**config.mk**
```make
export PLATFORM = sky130hd
export DESIGN_NAME = mips_cpu_data_bus_bridge
export DESIGN_NICKNAME = d
export VERILOG_FILES = /design/src/rtl/mips_cpu_bus_pkg.sv /design/src/rtl/mips_cpu_bus_timeout_counter.sv /design/src/rtl/mips_cpu_data_bus_bridge.sv
export SDC_FILE = /design/constraint.sdc
export NUM_CORES = 1
export LEC_CHECK = 0
export BUFFER_PORTS_ARGS = -buffer_cell sky130_fd_sc_hd__buf_2
export CAP_MARGIN = 0
export CORE_MARGIN = 5
export CORE_UTILIZATION = 51
export CTS_CLUSTER_SIZE = 30
export DETAILED_ROUTE_END_ITERATION = 12
export PLACE_DENSITY_LB_ADDON = 0.15
export SETUP_SLACK_MARGIN = 0.4
export SKIP_LAST_GASP = 1
export SLEW_MARGIN = 25
export SYNTH_ARGS = -nofsm -noshare
export SYNTH_HDL_FRONTEND = slang
export SYNTH_HIERARCHICAL = 1
export SYNTH_SLANG_ARGS = --single-unit
```
**constraint.sdc**
```tcl
create_clock -name clk -period 3.5 [get_ports clk]
set_clock_uncertainty 0.1 [all_clocks]
set_input_delay 0.35 -clock clk [delete_from_list [all_inputs] [get_ports clk]]
set_output_delay 0.35 -clock clk [all_outputs]
set_load 0.05 [all_outputs]
```
**src/rtl/mips_cpu_bus_pkg.sv**
```systemverilog
// Shared types and constants for the MIPS CPU data-bus bridge.
//  - bridge_state_t : bridge FSM states
//  - avm_req_t      : registered Avalon-MM master request payload
//  - DEFAULT_ERR_DATA : load data returned on an aborted read
package mips_cpu_bus_pkg;

    localparam int unsigned ADDR_W = 32;
    localparam int unsigned DATA_W = 32;
    localparam int unsigned BE_W   = 4;

    localparam logic [DATA_W-1:0] DEFAULT_ERR_DATA = 32'hDEADBEEF;

    typedef enum logic [1:0] {
        IDLE = 2'd0,
        BUS  = 2'd1,
        DONE = 2'd2
    } bridge_state_t;

    typedef struct packed {
        logic [ADDR_W-1:0] address;
        logic [BE_W-1:0]   byteenable;
        logic [DATA_W-1:0] writedata;
        logic              read;
        logic              write;
    } avm_req_t;

endpackage

```
**src/rtl/mips_cpu_bus_timeout_counter.sv**
```systemverilog
// Saturating wait-state counter that flags when a bus access has waited too long.
// Ports:
//  clk, reset  clock and asynchronous active-low reset
//  clr         zero the count (takes priority over inc)
//  inc         count one more wait cycle
//  expired_c   count has reached TIMEOUT_CYCLES-1 (combinational from the count)
module mips_cpu_bus_timeout_counter #(
    parameter int unsigned TIMEOUT_CYCLES = 256
) (
    input  logic clk,
    input  logic reset,
    input  logic clr,
    input  logic inc,
    output logic expired_c
);

    localparam int unsigned     CNT_W = $clog2(TIMEOUT_CYCLES) + 1;
    localparam logic [CNT_W-1:0] LAST  = CNT_W'(TIMEOUT_CYCLES - 1);
    localparam logic [CNT_W-1:0] MAX   = '1;

    logic [CNT_W-1:0] count_q;
    logic [CNT_W-1:0] count_d;

    // Next count: clear wins, increment saturates at all-ones.
    always_comb begin
        count_d = count_q;
        if (clr) begin
            count_d = '0;
        end else if (inc && (count_q != MAX)) begin
            count_d = count_q + CNT_W'(1);
        end
    end

    always_ff @(posedge clk or negedge reset) begin
        if (!reset) begin
            count_q <= '0;
        end else begin
            count_q <= count_d;
        end
    end

    assign expired_c = (count_q >= LAST);

endmodule

```
**src/rtl/mips_cpu_data_bus_bridge.sv**
```systemverilog
// Bridges the CPU's combinational-read / single-cycle-write data port onto an
// Avalon-MM master with waitrequest. The CPU is stalled via cpu_clk_enable
// until the bus access finishes; captured load data is then replayed.
// Every access is bounded by TIMEOUT_CYCLES of waitrequest.
// Ports:
//  clk, reset               clock, asynchronous active-low reset
//  host_clk_enable          clock enable from host
//  cpu_clk_enable           clock enable to CPU (low = stalled), combinational
//  cpu_data_*               CPU data port (address, read, write, byteenable, writedata, readdata)
//  avm_*                    Avalon-MM master (registered address/strobes/byteenable/writedata)
//  bus_error                sticky timeout flag, cleared only by reset
module mips_cpu_data_bus_bridge
    import mips_cpu_bus_pkg::*;
#(
    parameter int unsigned       TIMEOUT_CYCLES = 256,
    parameter logic [DATA_W-1:0] ERR_DATA       = DEFAULT_ERR_DATA
) (
    input  logic              clk,
    input  logic              reset,
    input  logic              host_clk_enable,
    output logic              cpu_clk_enable,
    input  logic [ADDR_W-1:0] cpu_data_address,
    input  logic              cpu_data_read,
    input  logic              cpu_data_write,
    input  logic [BE_W-1:0]   cpu_data_byteenable,
    input  logic [DATA_W-1:0] cpu_data_writedata,
    output logic [DATA_W-1:0] cpu_data_readdata,
    output logic [ADDR_W-1:0] avm_address,
    output logic              avm_read,
    output logic              avm_write,
    output logic [BE_W-1:0]   avm_byteenable,
    output logic [DATA_W-1:0] avm_writedata,
    input  logic [DATA_W-1:0] avm_readdata,
    input  logic              avm_waitrequest,
    output logic              bus_error
);

    bridge_state_t     state_q,     state_d;
    avm_req_t          avm_q,       avm_d;
    logic [DATA_W-1:0] rdata_q,     rdata_d;
    logic              bus_error_q, bus_error_d;

    logic req_c;
    logic cnt_clr;
    logic cnt_inc;
    logic cnt_expired_c;

    assign req_c = cpu_data_read | cpu_data_write;

    mips_cpu_bus_timeout_counter #(
        .TIMEOUT_CYCLES (TIMEOUT_CYCLES)
    ) u_timeout (
        .clk       (clk),
        .reset     (reset),
        .clr       (cnt_clr),
        .inc       (cnt_inc),
        .expired_c (cnt_expired_c)
    );

    // Next-state, bus request and capture logic.
    always_comb begin
        state_d     = state_q;
        avm_d       = avm_q;
        rdata_d     = rdata_q;
        bus_error_d = bus_error_q;
        cnt_clr     = 1'b0;
        cnt_inc     = 1'b0;

        unique case (state_q)
            IDLE: begin
                if (req_c) begin
                    avm_d.address    = cpu_data_address;
                    avm_d.byteenable = cpu_data_byteenable;
                    avm_d.writedata  = cpu_data_writedata;
                    avm_d.write      = cpu_data_write;
                    // A simultaneous write suppresses the read.
                    avm_d.read       = cpu_data_read & ~cpu_data_write;
                    state_d          = BUS;
                end
            end
            BUS: begin
                if (!avm_waitrequest) begin
                    if (avm_q.read) begin
                        rdata_d = avm_readdata;
                    end
                    avm_d.read  = 1'b0;
                    avm_d.write = 1'b0;
                    state_d     = DONE;
                end else if (cnt_expired_c) begin
                    // Abort: slave has stalled too long.
                    if (avm_q.read) begin
                        rdata_d = ERR_DATA;
                    end
                    avm_d.read  = 1'b0;
                    avm_d.write = 1'b0;
                    bus_error_d = 1'b1;
                    state_d     = DONE;
                end else begin
                    cnt_inc = 1'b1;
                end
            end
            DONE: begin
                // Hold until the host lets the CPU commit this access.
                if (host_clk_enable) begin
                    cnt_clr = 1'b1;
                    state_d = IDLE;
                end
            end
            default: begin
                state_d = IDLE;
            end
        endcase
    end

    always_ff @(posedge clk or negedge reset) begin
        if (!reset) begin
            state_q     <= IDLE;
            avm_q       <= '0;
            rdata_q     <= '0;
            bus_error_q <= 1'b0;
        end else begin
            state_q     <= state_d;
            avm_q       <= avm_d;
            rdata_q     <= rdata_d;
            bus_error_q <= bus_error_d;
        end
    end

    assign avm_address    = avm_q.address;
    assign avm_read       = avm_q.read;
    assign avm_write      = avm_q.write;
    assign avm_byteenable = avm_q.byteenable;
    assign avm_writedata  = avm_q.writedata;
    assign bus_error      = bus_error_q;

    // A new request stalls the CPU in the same cycle it is seen.
    assign cpu_clk_enable    = host_clk_enable &
                               (((state_q == IDLE) & ~req_c) | (state_q == DONE));
    assign cpu_data_readdata = (state_q == DONE) ? rdata_q : '0;

endmodule

```
== Word-level counts from Yosys, hierarchy flattened ==
Cells that the tools add are included.
Cells by class
  equal/unequal tests: 8
  magnitude comparators: 1
  reductions and logical operators: 10
  bitwise logic cells: 7
  multiplexer cells: 21
  add/subtract/negate cells: 1
Operator list (number)
  $mux W32: 5
  $mux W9: 2
  $mux W2: 7
  $add A9 B1 Y9 const B: 1
  $ge A9 B8 Y1 const B: 1
  $ne A9 B9 Y1 const B: 1
  $reduce_and A3 Y1: 3
  $ne A2 B2 Y1 const B: 3
  $pmux W2 S3: 1
  $reduce_bool A2 Y1: 3
  $mux W1: 5
  $pmux W2 S2: 1
  $reduce_and A4 Y1: 1
  $and A1 B1 Y1: 3
  $ne A3 B3 Y1 const B: 1
  $eq A2 B1 Y1 const B: 1
  $eq A2 B2 Y1 const B: 1
  $logic_not A2 Y1: 1
  $ne A2 B1 Y1 const B: 1
  $not A1 Y1: 2
  $or A1 B1 Y1: 2
  $reduce_and A2 Y1: 1
  $logic_and A1 B1 Y1: 1
Storage, ports and cells
  register bits: 114
  output and inout port bits: 104
  input bits: 106

== Logic depth before layout (Yosys ltp) ==
  depth after elaboration: 7
  mapped depth: 9
  mapped depth without buffers: 9

== Modules after synthesis ==
The synthesis kept the hierarchy.
Modules (own cells, without submodules)
  mips_cpu_data_bus_bridge: instances 1, area each 4172.8 µm², seq. area each 2627.5 µm², cells each 282
  mips_cpu_bus_timeout_counter: instances 1, area each 485.5 µm², seq. area each 225.2 µm², cells each 49

== Worst setup path before layout ==
OpenSTA, ideal clock, no wires.
  kind: flip-flop to flip-flop
  start: reg u_timeout.count_q[0]
  end: reg u_timeout.count_q[7]
  cell stages (with the launch flop): 9
  setup time: 77 ps
  setup slack: 1195 ps
  clock period less this slack: 2305 ps
  arrival time: 2128 ps
  buffers on the path: 0
  data required time: 3323 ps
  cells stage by stage: dfrtp_1 > ha_1 > and2_1 > ha_1 > a311o_1 > nor2_1 > nand4b_1 > or4_1 > a21oi_1
Between the ends
  longest elaborated chain between the ends: 6
Ends and longest elaborated chain
  start: declaration: line mips_cpu_bus_timeout_counter.sv:21  | logic [CNT_W-1:0] count_q;
  start signal: assignment: line mips_cpu_bus_timeout_counter.sv:38  | count_q <= count_d;
  $ge A9 B8 Y1: line mips_cpu_bus_timeout_counter.sv:42  | assign expired_c = (count_q >= LAST);
  via cnt_expired_c: line mips_cpu_data_bus_bridge.sv:46  | logic cnt_expired_c;
  $mux W1: line mips_cpu_data_bus_bridge.sv:89  | end else if (cnt_expired_c) begin
  $mux W1: line mips_cpu_data_bus_bridge.sv:82  | if (!avm_waitrequest) begin
  $mux W1: line mips_cpu_data_bus_bridge.sv:69  | unique case (state_q)
  via cnt_inc: line mips_cpu_data_bus_bridge.sv:45  | logic cnt_inc;
  $logic_and A1 B1 Y1: line mips_cpu_bus_timeout_counter.sv:29  | end else if (inc && (count_q != MAX)) begin
  $reduce_bool A2 Y1 (no line)
The timed path passes the listed nets, and every way through them passes these cells. The select of a mux whose other input is x is not followed.
A chain may end at the register's enable or synchronous reset.

== Final worst setup path ==
  start: reg state_q[0]
  end: out cpu_data_readdata[14]
Between the ends
  longest elaborated chain between the ends: 2
Ends and longest elaborated chain
  start: declaration: line mips_cpu_data_bus_bridge.sv:38  | bridge_state_t state_q, state_d;
  start signal: assignment: line mips_cpu_data_bus_bridge.sv:122  | state_q <= state_d;
  $eq A2 B2 Y1: line mips_cpu_data_bus_bridge.sv:139  | assign cpu_data_readdata = (state_q == DONE) ? rdata_q : '0;
  $mux W32: line mips_cpu_data_bus_bridge.sv:139
  end: declaration: line mips_cpu_data_bus_bridge.sv:27  | output logic [DATA_W-1:0] cpu_data_readdata,
Every way passes these cells.

==> PnR_summary.wiki <==
{| class="wikitable"
! Metric !! Value
|-
| Final setup violation count || 0
|-
| TritonCTS clock tree || yes
|-
| Initial antenna violation count || 0
|-
| Most numerous cell types in the synthesized netlist || sky130_fd_sc_hd__dfrtp_1 (114), sky130_fd_sc_hd__mux2_2 (59), sky130_fd_sc_hd__and2_1 (34)
|-
| Post-Syn Area || 0.00466 mm2
|-
| Port-buffer cells || 209
|-
| Post-DP HPWL || 7980 um
|-
| Layout net count || 756
|-
| Number of buffers created by CTS || 17
|-
| Run status || finished, final reports clean
|-
| Count of unique library cells instantiated by Yosys || 40
|-
| Sequential cell area fraction in the yosys report || 0.612
|-
| CP Capture Type || output pin
|-
| # diodes || 0
|-
| Reg2reg start || u_timeout/count_q[4]$_DFFE_PN0P_
|-
| Number of clock sinks seen by CTS || 114
|-
| CP Capture Point || cpu_data_readdata[14]
|-
| Via/cell ratio || 5.05
|-
| Number of global-route vias before repair || 4391
|-
| Dominant combinational cell family by area after synthesis || multiplexers
|-
| PnR worst setup slack || 0.714 ns
|-
| Delay-heaviest family, CP || simple AND/OR/NAND/NOR gates
|-
| Startpoint of the most critical setup path || state_q[0]$_DFFE_PN0P_
|-
| IR Drop Worst-Case VDD || 0.759 mV
|-
| Reg2Reg Capture Point || u_timeout/count_q[7]$_DFFE_PN0P_
|-
| Most repeated cell in the gate-level netlist after synthesis || sky130_fd_sc_hd__dfrtp_1
|-
| Portion of netlist area occupied by mux cells || 0.167
|-
| Worst-case setup slack after placement || 0.937 ns
|-
| Cell depth of the worst flop-to-flop path || 9
|-
| Number of buffer and inverter instances along the worst setup path || 1
|-
| Total via count after detailed routing || 3875
|-
| Worst-path clk slew || 0.06 ns
|-
| Flop2flop setup slack || 0.83 ns
|-
| Pwr per Cell Area || 1080 mW/mm2
|-
| Final slew viol count || 0
|-
| Average wire per standard cell || 18.0 um
|-
| Main synth FF type || sky130_fd_sc_hd__dfrtp_1
|-
| Area inside the core boundary || 0.00881 mm2
|-
| Max H-tree Level || 4
|-
| Flip-flop and latch count after synthesis || 114
|-
| Worst path required time || 3.05 ns
|-
| Final period utilization || 0.796
|-
| Number of iterations in the first detailed-routing pass || 4
|-
| Post-synthesis async set-or-reset flop share || 1.00
|-
| Final wirelength || 13900 um
|-
| Warning count from the yosys run || 6
|-
| Global placer's final weighted congestion || 0.772
|-
| Highest Clock Rate || 0.359 GHz
|-
| Combined area of the multi-input logic cells || 0.00165 mm2
|-
| Chip height || 106 um
|-
| Count of max-cap constraint violations || 0
|-
| Die width || 106 um
|-
| Pin slew with the least headroom to its limit || 0.868 ns
|-
| Fraction of layout cells with a size suffix above 1 || 0.467
|-
| Starting Density || 0.529
|-
| Highest fanout seen on the critical path || 34
|-
| Insertion delay of the later-clocked pin in the worst-skew pair || 0.49 ns
|-
| Top area cells in the synthesized netlist || sky130_fd_sc_hd__dfrtp_1 (61%), sky130_fd_sc_hd__mux2_2 (14%), sky130_fd_sc_hd__and2_1 (4.6%)
|-
| Filler Cell Count || 454
|-
| Xor and xnor area share after synthesis || 0.00376
|-
| Nets in the synthesized netlist || 440
|-
| Final Hold Violating Endpoints || 0
|-
| Synthesized-area fraction occupied by and/or/nand/nor cells || 0.0884
|-
| Max-slew headroom || 0.421
|-
| Post-synthesis compound-gate area fraction || 0.0873
|-
| Lkg Pwr || 3.56 nW
|-
| Type of the worst setup path || reg2out
|-
| Residual DRC count || 0
|-
| Clock root buffer || sky130_fd_sc_hd__clkbuf_8
|-
| Dpl cells || 633
|-
| Area added between synthesis and finish || 59.2%
|-
| Max Root-Sink Buffers || 2
|-
| Syn Inst Count || 331
|-
| Post-CTS Setup Repair Bufs || 0
|-
| First-pass GRT wire length || 22300 um
|-
| Number of enable-type register cells in the synthesized netlist || 0
|-
| All-Layer GR Usage || 0.254
|-
| Area share of the largest cell type after synthesis || 0.612
|-
| Final Non-Filler Cells || 768
|-
| Number of DRC markers in iteration 0 || 130
|-
| Yosys top cell by area || sky130_fd_sc_hd__dfrtp_1
|-
| Hold Path Class || in2reg
|-
| Startpoint types || flop
|-
| Arrival time at the worst endpoint || 2.34 ns
|-
| Pin count of the biggest net entering global routing || 115
|-
| Boundary Pins || 210
|-
| Standard-cell rows || 34
|-
| Peak per-stage delay on the critical path || 0.80 ns
|-
| Post-layout utilization of the core || 0.842
|-
| Crit-path slowest cell || sky130_fd_sc_hd__and2b_1
|-
| CP Cell Sequence || and2b_1 -> and2_1 -> buf_2
|-
| Post-layout minimum cycle time || 2.79 ns
|-
| Cell count along the critical path || 3
|-
| Mapped Avg Cell Area || 14.1 um2
|-
| Count of antenna-violating nets left after detailed routing || 0
|-
| Grt ovf || 0
|-
| Total Die Area || 0.0111 mm2
|-
| Fin Setup TNS || 0 ns
|-
| Post-Synth Adder-Cell Area || 0.00806
|-
| Unrepaired setup endpoints after global routing || no
|-
| Storage element area || 0.00285 mm2
|}
kinds of logic (layout without fill, tap and decap cells):
logic type      count (synthesis)  after routing
xor+xnor                        2              2
compound gates                 52             52
fa+ha+maj                       3              3
flops                         114            114
buf+inv                        26            355
simple gates                   65             65
mux                            69             69
sequential cells by signal, indices dropped and copies added, names as in the netlist:
name               flops
rdata_q               32
avm_address           32
avm_writedata         32
u_timeout/count_q      9
avm_read               1
avm_write              1
avm_byteenable         4
state_q                2
bus_error              1
worst register-to-register path, stage by stage, from the launching register on:
cell                       delay [ns]
sky130_fd_sc_hd__dfrtp_1         0.43
sky130_fd_sc_hd__nand4_2         0.16
sky130_fd_sc_hd__nor2_1          0.08
sky130_fd_sc_hd__and2_1          0.18
sky130_fd_sc_hd__ha_1            0.18
sky130_fd_sc_hd__a311o_1         0.36
sky130_fd_sc_hd__nor2_1          0.23
sky130_fd_sc_hd__nand4b_1        0.25
sky130_fd_sc_hd__or4_1           0.45
sky130_fd_sc_hd__a21oi_1         0.16
where the power goes:
group,total (mW),switching [mW],internal (mW)
Combinational,3.91,2.70,1.20
Clock,1.78,0.612,1.16
Sequential,2.32,0.371,1.95
Total,8.00,3.69,4.32
placed cells by master, fill, tap and decap left out, types with 2 or more instances in the layout:
master                          count
sky130_fd_sc_hd__inv_1              8
sky130_fd_sc_hd__o22a_1            24
sky130_fd_sc_hd__dlygate4sd3_1    103
sky130_fd_sc_hd__nor2b_1            3
sky130_fd_sc_hd__nor2_1            10
sky130_fd_sc_hd__mux2_1             9
sky130_fd_sc_hd__a22o_1             8
sky130_fd_sc_hd__o21ai_0            4
sky130_fd_sc_hd__nand2_1            3
sky130_fd_sc_hd__ha_1               3
sky130_fd_sc_hd__clkbuf_8           5
sky130_fd_sc_hd__mux2_2            59
sky130_fd_sc_hd__buf_4              2
sky130_fd_sc_hd__xnor2_1            2
sky130_fd_sc_hd__o22ai_1            2
sky130_fd_sc_hd__or3_1              3
sky130_fd_sc_hd__and2_1            34
sky130_fd_sc_hd__buf_12             2
sky130_fd_sc_hd__clkbuf_16         16
sky130_fd_sc_hd__dfrtp_1          114
sky130_fd_sc_hd__bufinv_16          3
sky130_fd_sc_hd__buf_2            208
sky130_fd_sc_hd__clkinv_4           2
sky130_fd_sc_hd__clkinvlp_4         4
sky130_fd_sc_hd__a21oi_1            7
what timing repair did:
action,4_1_cts,5_1_grt
gates resized for setup,0,0
hold buffers,103,0
hold endpoints to repair,216,0
cell type report:
cell class / count / share of cell area
Timing Repair Buffer: 315 / 0.287
Tap cell: 108 / 0.0182
Sequential cell: 114 / 0.385
Clock inverter: 11 / 0.0204
Multi-Input combinational cell: 191 / 0.222
Inverter: 8 / 0.00405
Clock buffer: 21 / 0.0633
worst min-delay path by stage:
stage,from,end,slack [ns],depth (start not counted)
after floorplan,reset,avm_address[0]$_DFFE_PN0P_,-0.05,0
after global placement,bus_error$_DFFE_PN0P_,bus_error$_DFFE_PN0P_,0.35,1
after detailed placement,bus_error$_DFFE_PN0P_,bus_error$_DFFE_PN0P_,0.35,1
after CTS,avm_waitrequest,bus_error$_DFFE_PN0P_,0.04,2
after global routing,avm_waitrequest,bus_error$_DFFE_PN0P_,0.07,2
final,avm_waitrequest,bus_error$_DFFE_PN0P_,0.06,2
metal layers:
metal / up-vias / part of all wire / track usage / routed length [um]
li1: 1806 / - / - / -
met1: 1905 / 0.38 / 0.284 / 5290
met2: 148 / 0.54 / 0.458 / 7470
met3: 16 / 0.063 / 0.0782 / 874
met4: 0 / 0.016 / 0.0925 / 223
met5: - / 0 / 0 / 0
through the flow:
step / power [mW] / area (um2) / hold WS (ns)
after floorplan: 5.23 / 4660 / -0.0456
final: 8.00 / 7410 / 0.0603
after global placement: 5.99 / 5760 / 0.354
after global routing: 8.36 / 7410 / 0.0686
after CTS: 7.99 / 7410 / 0.0364
after detailed placement: 6.09 / 5760 / 0.349
Power figures use the tool's default switching activity.
